## config.mk

```make
export PLATFORM = sky130hd
export DESIGN_NAME = udp2rgb
export DESIGN_NICKNAME = d
export VERILOG_FILES = /design/src/rtl/udp2rgb_pkg.sv /design/src/rtl/udp2rgb_cnt.sv /design/src/rtl/udp2rgb.sv
export SDC_FILE = /design/constraint.sdc
export NUM_CORES = 1
export LEC_CHECK = 0
export CAP_MARGIN = 20
export CORE_MARGIN = 8
export CORE_UTILIZATION = 45
export DETAILED_ROUTE_END_ITERATION = 8
export PLACE_DENSITY = 0.76
export RECOVER_POWER = 25
export SLEW_MARGIN = 20
export SYNTH_ARGS = -nofsm -noshare
export SYNTH_HDL_FRONTEND = slang
export SYNTH_SLANG_ARGS = --single-unit
```

## constraint.sdc

```tcl
create_clock -name clk -period 2.5 [get_ports clk]
set_clock_uncertainty 0.15 [all_clocks]
set_input_delay 0.25 -clock clk [delete_from_list [all_inputs] [get_ports clk]]
set_output_delay 0.25 -clock clk [all_outputs]
set_load 0.02 [all_outputs]
```

## src/rtl/udp2rgb_pkg.sv

```systemverilog
// Shared types and constants for the UDP-to-pixel depacketizer.
package udp2rgb_pkg;
  typedef struct packed {
    logic [7:0] r;
    logic [7:0] g;
    logic [7:0] b;
  } pix_t;

  localparam int UDP_HDR_BYTES = 4;
  localparam int SOF_BIT       = 0;

  typedef enum logic [1:0] {HDR, PIX, DRAIN} state_t;
endpackage

```

## src/rtl/udp2rgb_cnt.sv

```systemverilog
// Saturating up-counter with a multi-bit increment per cycle.
module udp2rgb_cnt #(
  parameter int W     = 16,
  parameter int INC_W = 2
) (
  input  logic             clk,
  input  logic             areset_n,
  input  logic [INC_W-1:0] inc,
  output logic [W-1:0]     cnt
);
  logic [W:0] sum;

  assign sum = {1'b0, cnt} + (W+1)'(inc);

  always_ff @(posedge clk or negedge areset_n) begin
    if (!areset_n)   cnt <= '0;
    else if (sum[W]) cnt <= '1;
    else             cnt <= sum[W-1:0];
  end
endmodule

```

## src/rtl/udp2rgb.sv

```systemverilog
// Byte-stream depacketizer: 4-byte line header + LINE_PIX RGB pixels per UDP
// payload, with length/sequence checking and saturating debug counters.
module udp2rgb
  import udp2rgb_pkg::*;
#(
  parameter int LINE_PIX = 1920,
  parameter int LINE_W   = 16,
  parameter int CNT_W    = 16
) (
  input  logic              clk,
  input  logic              areset_n,
  input  logic [7:0]        rx_data,
  input  logic              rx_valid,
  input  logic              rx_last,
  output logic              rx_ready,
  output pix_t              pix,
  output logic              pix_valid,
  input  logic              pix_ready,
  output logic              pix_sof,
  output logic              pix_eol,
  output logic [LINE_W-1:0] line_num,
  output logic              err_short,
  output logic              err_long,
  output logic              err_seq,
  output logic [CNT_W-1:0]  pkt_cnt,
  output logic [CNT_W-1:0]  err_cnt
);
  localparam int PIX_W = (LINE_PIX > 1) ? $clog2(LINE_PIX) : 1;

  state_t             state;
  logic               alive;
  logic [1:0]         hdr_idx;
  logic [1:0]         byte_idx;
  logic [PIX_W-1:0]   pix_idx;
  logic               sof_flag, hdr_sof;
  logic [7:0]         line_hi, r_q, g_q;
  logic [LINE_W-1:0]  prev_line, hdr_line;
  logic               prev_valid, pkt_good;
  logic               acc, last_pix, seq_bad;
  logic [1:0]         err_inc;

  // rx_ready stays low through reset and only throttles the byte that would
  // overwrite a pixel the sink has not yet taken.
  assign rx_ready = alive && !(state == PIX && byte_idx == 2'd2 && pix_valid && !pix_ready);
  assign acc      = rx_valid && rx_ready;
  assign last_pix = (pix_idx == PIX_W'(LINE_PIX-1));
  assign hdr_line = LINE_W'({line_hi, rx_data});
  assign seq_bad  = !sof_flag && prev_valid && (hdr_line != LINE_W'(prev_line + 1'b1));
  assign err_inc  = {1'b0, err_short} + {1'b0, err_long} + {1'b0, err_seq};

  always_ff @(posedge clk or negedge areset_n) begin
    if (!areset_n) begin
      state <= HDR;      alive <= 1'b0;
      hdr_idx <= '0;     byte_idx <= '0;   pix_idx <= '0;
      sof_flag <= 1'b0;  hdr_sof <= 1'b0;
      line_hi <= '0;     r_q <= '0;        g_q <= '0;
      prev_line <= '0;   prev_valid <= 1'b0;
      pix <= '0;         pix_valid <= 1'b0;
      pix_sof <= 1'b0;   pix_eol <= 1'b0;  line_num <= '0;
      err_short <= 1'b0; err_long <= 1'b0; err_seq <= 1'b0;
      pkt_good <= 1'b0;
    end else begin
      alive     <= 1'b1;
      err_short <= 1'b0;
      err_long  <= 1'b0;
      err_seq   <= 1'b0;
      pkt_good  <= 1'b0;
      if (pix_valid && pix_ready) pix_valid <= 1'b0;
      if (acc) begin
        case (state)
          HDR: begin
            if (hdr_idx == 2'd0) sof_flag <= rx_data[SOF_BIT];
            if (hdr_idx == 2'd2) line_hi  <= rx_data;
            if (rx_last) begin
              err_short <= 1'b1;
              hdr_idx   <= '0;
            end else if (hdr_idx == 2'(UDP_HDR_BYTES-1)) begin
              hdr_idx    <= '0;
              line_num   <= hdr_line;
              hdr_sof    <= sof_flag;
              err_seq    <= seq_bad;
              prev_line  <= hdr_line;
              prev_valid <= 1'b1;
              byte_idx   <= '0;
              pix_idx    <= '0;
              state      <= PIX;
            end else begin
              hdr_idx <= hdr_idx + 2'd1;
            end
          end
          PIX: begin
            if (byte_idx == 2'd0) r_q <= rx_data;
            if (byte_idx == 2'd1) g_q <= rx_data;
            if (byte_idx == 2'd2) begin
              pix       <= {r_q, g_q, rx_data};
              pix_valid <= 1'b1;
              pix_sof   <= hdr_sof && (pix_idx == '0);
              pix_eol   <= last_pix;
              byte_idx  <= '0;
              pix_idx   <= pix_idx + 1'b1;
            end else begin
              byte_idx <= byte_idx + 2'd1;
            end
            if (byte_idx == 2'd2 && last_pix) begin
              if (rx_last) begin
                pkt_good <= 1'b1;
                state    <= HDR;
              end else begin
                err_long <= 1'b1;
                state    <= DRAIN;
              end
            end else if (rx_last) begin
              err_short <= 1'b1;
              state     <= HDR;
            end
          end
          DRAIN: if (rx_last) state <= HDR;
          default: state <= HDR;
        endcase
      end
    end
  end

  udp2rgb_cnt #(.W(CNT_W), .INC_W(1)) u_pkt_cnt (
    .clk(clk), .areset_n(areset_n), .inc(pkt_good), .cnt(pkt_cnt)
  );

  udp2rgb_cnt #(.W(CNT_W), .INC_W(2)) u_err_cnt (
    .clk(clk), .areset_n(areset_n), .inc(err_inc), .cnt(err_cnt)
  );
endmodule

```

# [After elaboration in Yosys (flattened, before gate mapping)]
# Cells that the tools add are included.
# Widths: inputs -> output; s select.
[word_totals] in_bits=13 wordCells=109 regBits=124 output_inout_bits=79
[classes] eq_ne=11 addsub=8 muxes=37 reduce_logical=28 n_bitwise=1
[ops] operator="$mux 11" count=3
[ops] operator="$mux 16" count=2
[ops] operator="$pmux 11 s2" count=1
[ops] operator="$mux 2" count=10
[ops] operator="$mux 1" count=18
[ops] operator="$reduce_and 3->1" count=6
[ops] operator="$add 16x1->17" count=1
[ops] operator="$add 16x2->17" count=1
[ops] operator="$add 16x1->16 const B" count=1
[ops] operator="$ne 16x16->1" count=1
[ops] operator="$add 11x1->11 const B" count=1
[ops] operator="$eq 11x11->1 const B" count=1
[ops] operator="$logic_not 11->1" count=1
[ops] operator="$logic_and 1x1->1" count=10
[ops] operator="$eq 2x2->1 const B" count=4
[ops] operator="$reduce_and 4->1" count=2
[ops] operator="$logic_not 2->1" count=3
[ops] operator="$pmux 2 s3" count=1
[ops] operator="$reduce_and 5->1" count=1
[ops] operator="$add 2x1->2 const B" count=2
[ops] operator="$eq 2x1->1 const B" count=2
[ops] operator="$ne 2x2->1 const B" count=2
[ops] operator="$pmux 2 s2" count=1
[ops] operator="$logic_not 1->1" count=3
[ops] operator="7 further kinds" count=7

# [Depth between registers and ports, before layout]
[depth] depth_word=8 ltp_mapped=10 depth_no_buf=9

# [Hierarchy]
# A second synthesis with hierarchy kept.
[hier_totals] hier_cells=559 area_unflattened_um2=5944.5
[by_module_without_submodules] module="udp2rgb" seq_area_each_um2=2302.2 area_each_um2=4290.4 cells_per_inst=400 instances=1
[by_module_without_submodules] module="udp2rgb_cnt at u_err_cnt" seq_area_each_um2=400.4 area_each_um2=837.1 cells_per_inst=79 instances=1
[by_module_without_submodules] module="udp2rgb_cnt at u_pkt_cnt" seq_area_each_um2=400.4 area_each_um2=817.0 cells_per_inst=80 instances=1

# [Worst setup path after synthesis]
# OpenSTA, ideal clock, no wires.
[synth_path] kind="reg-to-reg" start="register err_short" end="register u_err_cnt.cnt[10]" setup_time_ns=0.134 t_required_ns=2.216 stages_incl_launch_ff=11 period_less_slack_ns=2.695 path_buffers=1 arrival_time_ns=2.411 path_slack_ns=-0.195 path_cell_list="dfrtp_1 -> fa_1 -> ha_1 -> fa_1 -> nand4_1 -> nor2_1 -> nand2_1 -> nor2_1 -> nand3_1 -> clkbuf_1 -> nand2_1"
[synth_between] elab_chain_cells=4
[synth_rtl] item="start: declaration" line_no="udp2rgb.sv:22" text="output logic err_short,"
[synth_rtl] item="start signal: assignment" line_no="udp2rgb.sv:60" text="err_short <= 1'b0; err_long <= 1'b0; err_seq <= 1'b0;"
[synth_rtl] item="start signal: assignment" line_no="udp2rgb.sv:64" text="err_short <= 1'b0;"
[synth_rtl] item="start signal: assignment" line_no="udp2rgb.sv:75" text="err_short <= 1'b1;"
[synth_rtl] item="$add 1x1->2" line_no="udp2rgb.sv:49" text="assign err_inc = {1'b0, err_short} + {1'b0, err_long} + {1'b0, err_seq};"
[synth_rtl] item="$add 2x1->2" line_no="udp2rgb.sv:49"
[synth_rtl] item="$add 16x2->17" line_no="udp2rgb_cnt.sv:13" text="assign sum = {1'b0, cnt} + (W+1)'(inc);"
[synth_rtl] item="$mux 16" line_no="udp2rgb_cnt.sv:17" text="else if (sum[W]) cnt <= '1;"
[synth_rtl] item="end signal: assignment" line_no="udp2rgb_cnt.sv:18" text="else cnt <= sum[W-1:0];"
[synth_rtl] item="end: declaration" line_no="udp2rgb_cnt.sv:9" text="output logic [W-1:0] cnt"
# No other way between the ends.
# A chain may end at the register's enable or synchronous reset.

# [Final worst setup path]
[layout_path] start="register err_short" end="register u_err_cnt.cnt[0]"
# The elaborated chain is that of the path after synthesis.

==> impl_metrics.csv <==
group,metric,value,unit
status,outcome,"finished clean",
place,place_area,7190,sq um
worst_setup_path,crit_path_max_incr_delay,550,ps
cts,cts_buffers,17,
sta,slew_viol_final,0,
logic_synthesis,yosysWarnings,0,
cts,path_clk_slew,60,ps
cts,h-tree-depth,4,
place,dp_hpwl,10500,microns
logic_synthesis,yosysMostFrequentCell,"nand2_1",
place,dp.cells,868,
routing,viasPerCell,5.30,
layout,fin_nets,746,
layout,antenna_cells,0,
logic_synthesis,synth_seq_cells,124,
cts,clock_sinks,124,
worst_setup_path,crit_chain,"fa_1 -> ha_2 -> fa_2 -> nand4_1 -> nor2_2 -> nand2_2 -> nor2_4 -> nand3_2 -> buf_6 -> nand2b_1",
worst_setup_path,startpoint_type,"register",
pwr,p_leak,3.75,nW
global_route,grt_max_degree,71,
cts,clock-root-buffer,"clkbuf_16",
logic_synthesis,yosysUniqueCellTypes,54,
cts,ctsLongestPathBuffers,2,
floorplanning,io-pin-count,92,
floorplanning,die_w,130,microns
layout,area_growth,34.8,%
logic_synthesis,synth_ff_type,"dfrtp_1",
place,io_buffers,91,
global_route,grt_pass1_wl,24600,microns
floorplanning,initial_core_util,46.2,%
hold_path,hp-class,"register to register",
global_route,grt_pass1_vias,4955,
worst_setup_path,crit_buf_inv,1,
logic_synthesis,synth_edf_count,0,
sta,fin_crit_sh,95.7,%
worst_setup_path,crit_path_end_kind,"register",
global_route,grt_overflow,0,
routing,wl_per_cell,16.4,microns
sta,max_freq,0.418,GHz
logic_synthesis,synth-seq-area-share,53.0,%
pwr,peakVddDrop,0.000555,V
global_route,track_usage,18.5,%
floorplanning,die-area,16900,sq um
routing,route.final.wire_length,14900,microns
sta,layout_min_cycle_time,2390,ps
layout,layout-drive-gt1-share,16.1,%
routing,drt_iter0_markers,287,
floorplanning,core_region_area,12700,sq um
floorplanning,placementRows,41,
layout,final_cells,906,
logic_synthesis,yosysTopAreaCellShare,53.0,%
cts,cts_tree,"yes",
layout,design_area,7900,sq um
logic_synthesis,synthesis.nets,613,
worst_setup_path,arrival,2600,ps
pwr,p_per_area,882,nW/um^2
logic_synthesis,synth_area_per_cell,9.96,sq um
floorplanning,die_height,130,microns
place,gp_congestion,0.884,
worst_setup_path,slowest_stage,"fa_1",
logic_synthesis,netlist_instances,588,
logic_synthesis,ys_async_sr_fraction,100,%
layout,fill_cells,1061,
sta,maxSlewHeadroom,40.6,%
sta,setup_viol_count_final,0,
logic_synthesis,synth_top_area_cell,"dfrtp_1",
cts,clock_latency,420,ps
worst_setup_path,crit_fanout,7,
routing,drc_errors,0,
logic_synthesis,synth_area_leaders,"dfrtp_1 53%, nand2_1 11%, mux2_2 5.0%",
routing,first_pass_iters,5,
worst_setup_path,crit_required,2700,ps
routing,vias,4801,
logic_synthesis,synth_area,5860,sq um
worst_setup_path,cpLargestDelayFamily,"adder cells",
worst_setup_path,path_class,"register to register",
job,maxCapViolCount,0,
logic_synthesis,synth_common_cells,"175 x nand2_1, 124 x dfrtp_1, 30 x nor2_1",
routing,antenna_left,0,
global_route,antenna_found_initial,0,
sta,tightest_slew,891,ps
sta,final-hold-violation-count,0,
==> logic make-up (layout without fill, tap and decap cells) <==
logic type,count (synthesis),after routing,synth area share (%)
AOI/OAI and AO/OA,49,49,5.55
xor gates and xnor gates,45,45,7.05
adders and majority gates,12,12,2.82
buffers and inverters,27,173,1.92
DFF,124,124,53.0
muxes,29,29,5.53
other,1,1,0.0640
and+or+nand+nor,301,301,24.1
==> layer usage <==
metal	global-route usage (%)	wire length, microns	up-vias
met3	5.26	880	28
li1	-	-	2262
met4	7.51	293	0
met2	31.4	7480	137
met5	0	0	-
met1	21.6	6220	2374
==> sequential cells by signal, indices dropped and copies added, names as in the netlist, 2 cells and up <==
signal	flops
pix	24
hdr_idx	2
g_q	8
byte_idx	2
state	2
u_err_cnt.cnt	16
pix_idx	11
r_q	8
u_pkt_cnt.cnt	16
prev_line	16
line_hi	8
==> final timing paths <==
kind	startpoint	end	slack, ps	depth (start not counted)
worst max-delay path	err_short	u_err_cnt.cnt[0]	110	10
worst min-delay path	g_q[0]	pix[8]	310	2
worst max register to register	err_short	u_err_cnt.cnt[0]	110	10
worst min register to register	g_q[0]	pix[8]	310	2
max in group asynchronous	areset_n	pix[23]	700	3
min in group asynchronous	areset_n	pix_idx[2]	350	2
==> worst register-to-register path, cell delays in order, from the launching register on <==
cell and delay, ps:
dfrtp_2 410, fa_1 550, ha_2 190, fa_2 200
nand4_1 140, nor2_2 140, nand2_2 100, nor2_4 110
nand3_2 110, buf_6 160, nand2b_1 70
==> cell usage in the layout (no fill, tap or decap), types with 3 or more instances in the layout <==
cell type / n
or3_1: 3
dfrtp_1: 120
bufinv_16: 3
o211ai_1: 3
nor2b_1: 3
a21oi_1: 6
buf_4: 33
nor4_1: 5
clkbuf_16: 17
clkdlybuf4s50_1: 90
inv_6: 5
clkinvlp_4: 4
nand2_1: 174
inv_1: 10
nand2b_1: 8
mux2_2: 26
nand4_1: 13
or2_2: 3
xor2_1: 20
nand3_1: 19
and4_1: 4
a31oi_1: 5
dfrtp_2: 4
nor2_1: 27
clkbuf_1: 3
o21ai_0: 14
and3_1: 10
xnor2_1: 24
ha_1: 9
nor3_1: 12
and2_1: 4
==> metrics by stage <==
stage                     total power [mW]  worst slack, ps  utilization [%]  setup TNS (ps)  hold slack (ps)
after floorplan                       3.69             10.8                -               0             -196
after detailed placement              4.42             23.0             56.8               0              282
final                                 6.96              107             62.3               0              313
after CTS                             7.03             29.2             62.0               0              317
after global routing                  7.32            -30.7             62.3            -161              333
after global placement                4.34             79.6             56.8               0              267
==> power breakdown <==
part           switching (mW)  internal [mW]  total, mW
Combinational           0.841          0.813       1.65
Sequential              0.384           2.37       2.76
Clock                   0.944           1.61       2.55
==> area by class of cell <==
type	instances	area, sq um	area share (%)
timing repair buffer	131	1230	15.6
sequential	124	3110	39.4
inverter	10	37.5	0.475
multi-input combinational	437	2680	34.0
clock buffer	18	439	5.56
tap	172	215	2.73
clock inverter	14	181	2.30
==> timing repair <==
action	in CTS	in global routing
cloned	0	1
resized for setup	3	11
pin swaps	4	4
endpoints found under the setup margin	2	17
hold buffers	1	0
buffers inserted	3	1
endpoints found under the hold margin	64	0
Note: power is estimated with default switching activity, not from simulation.
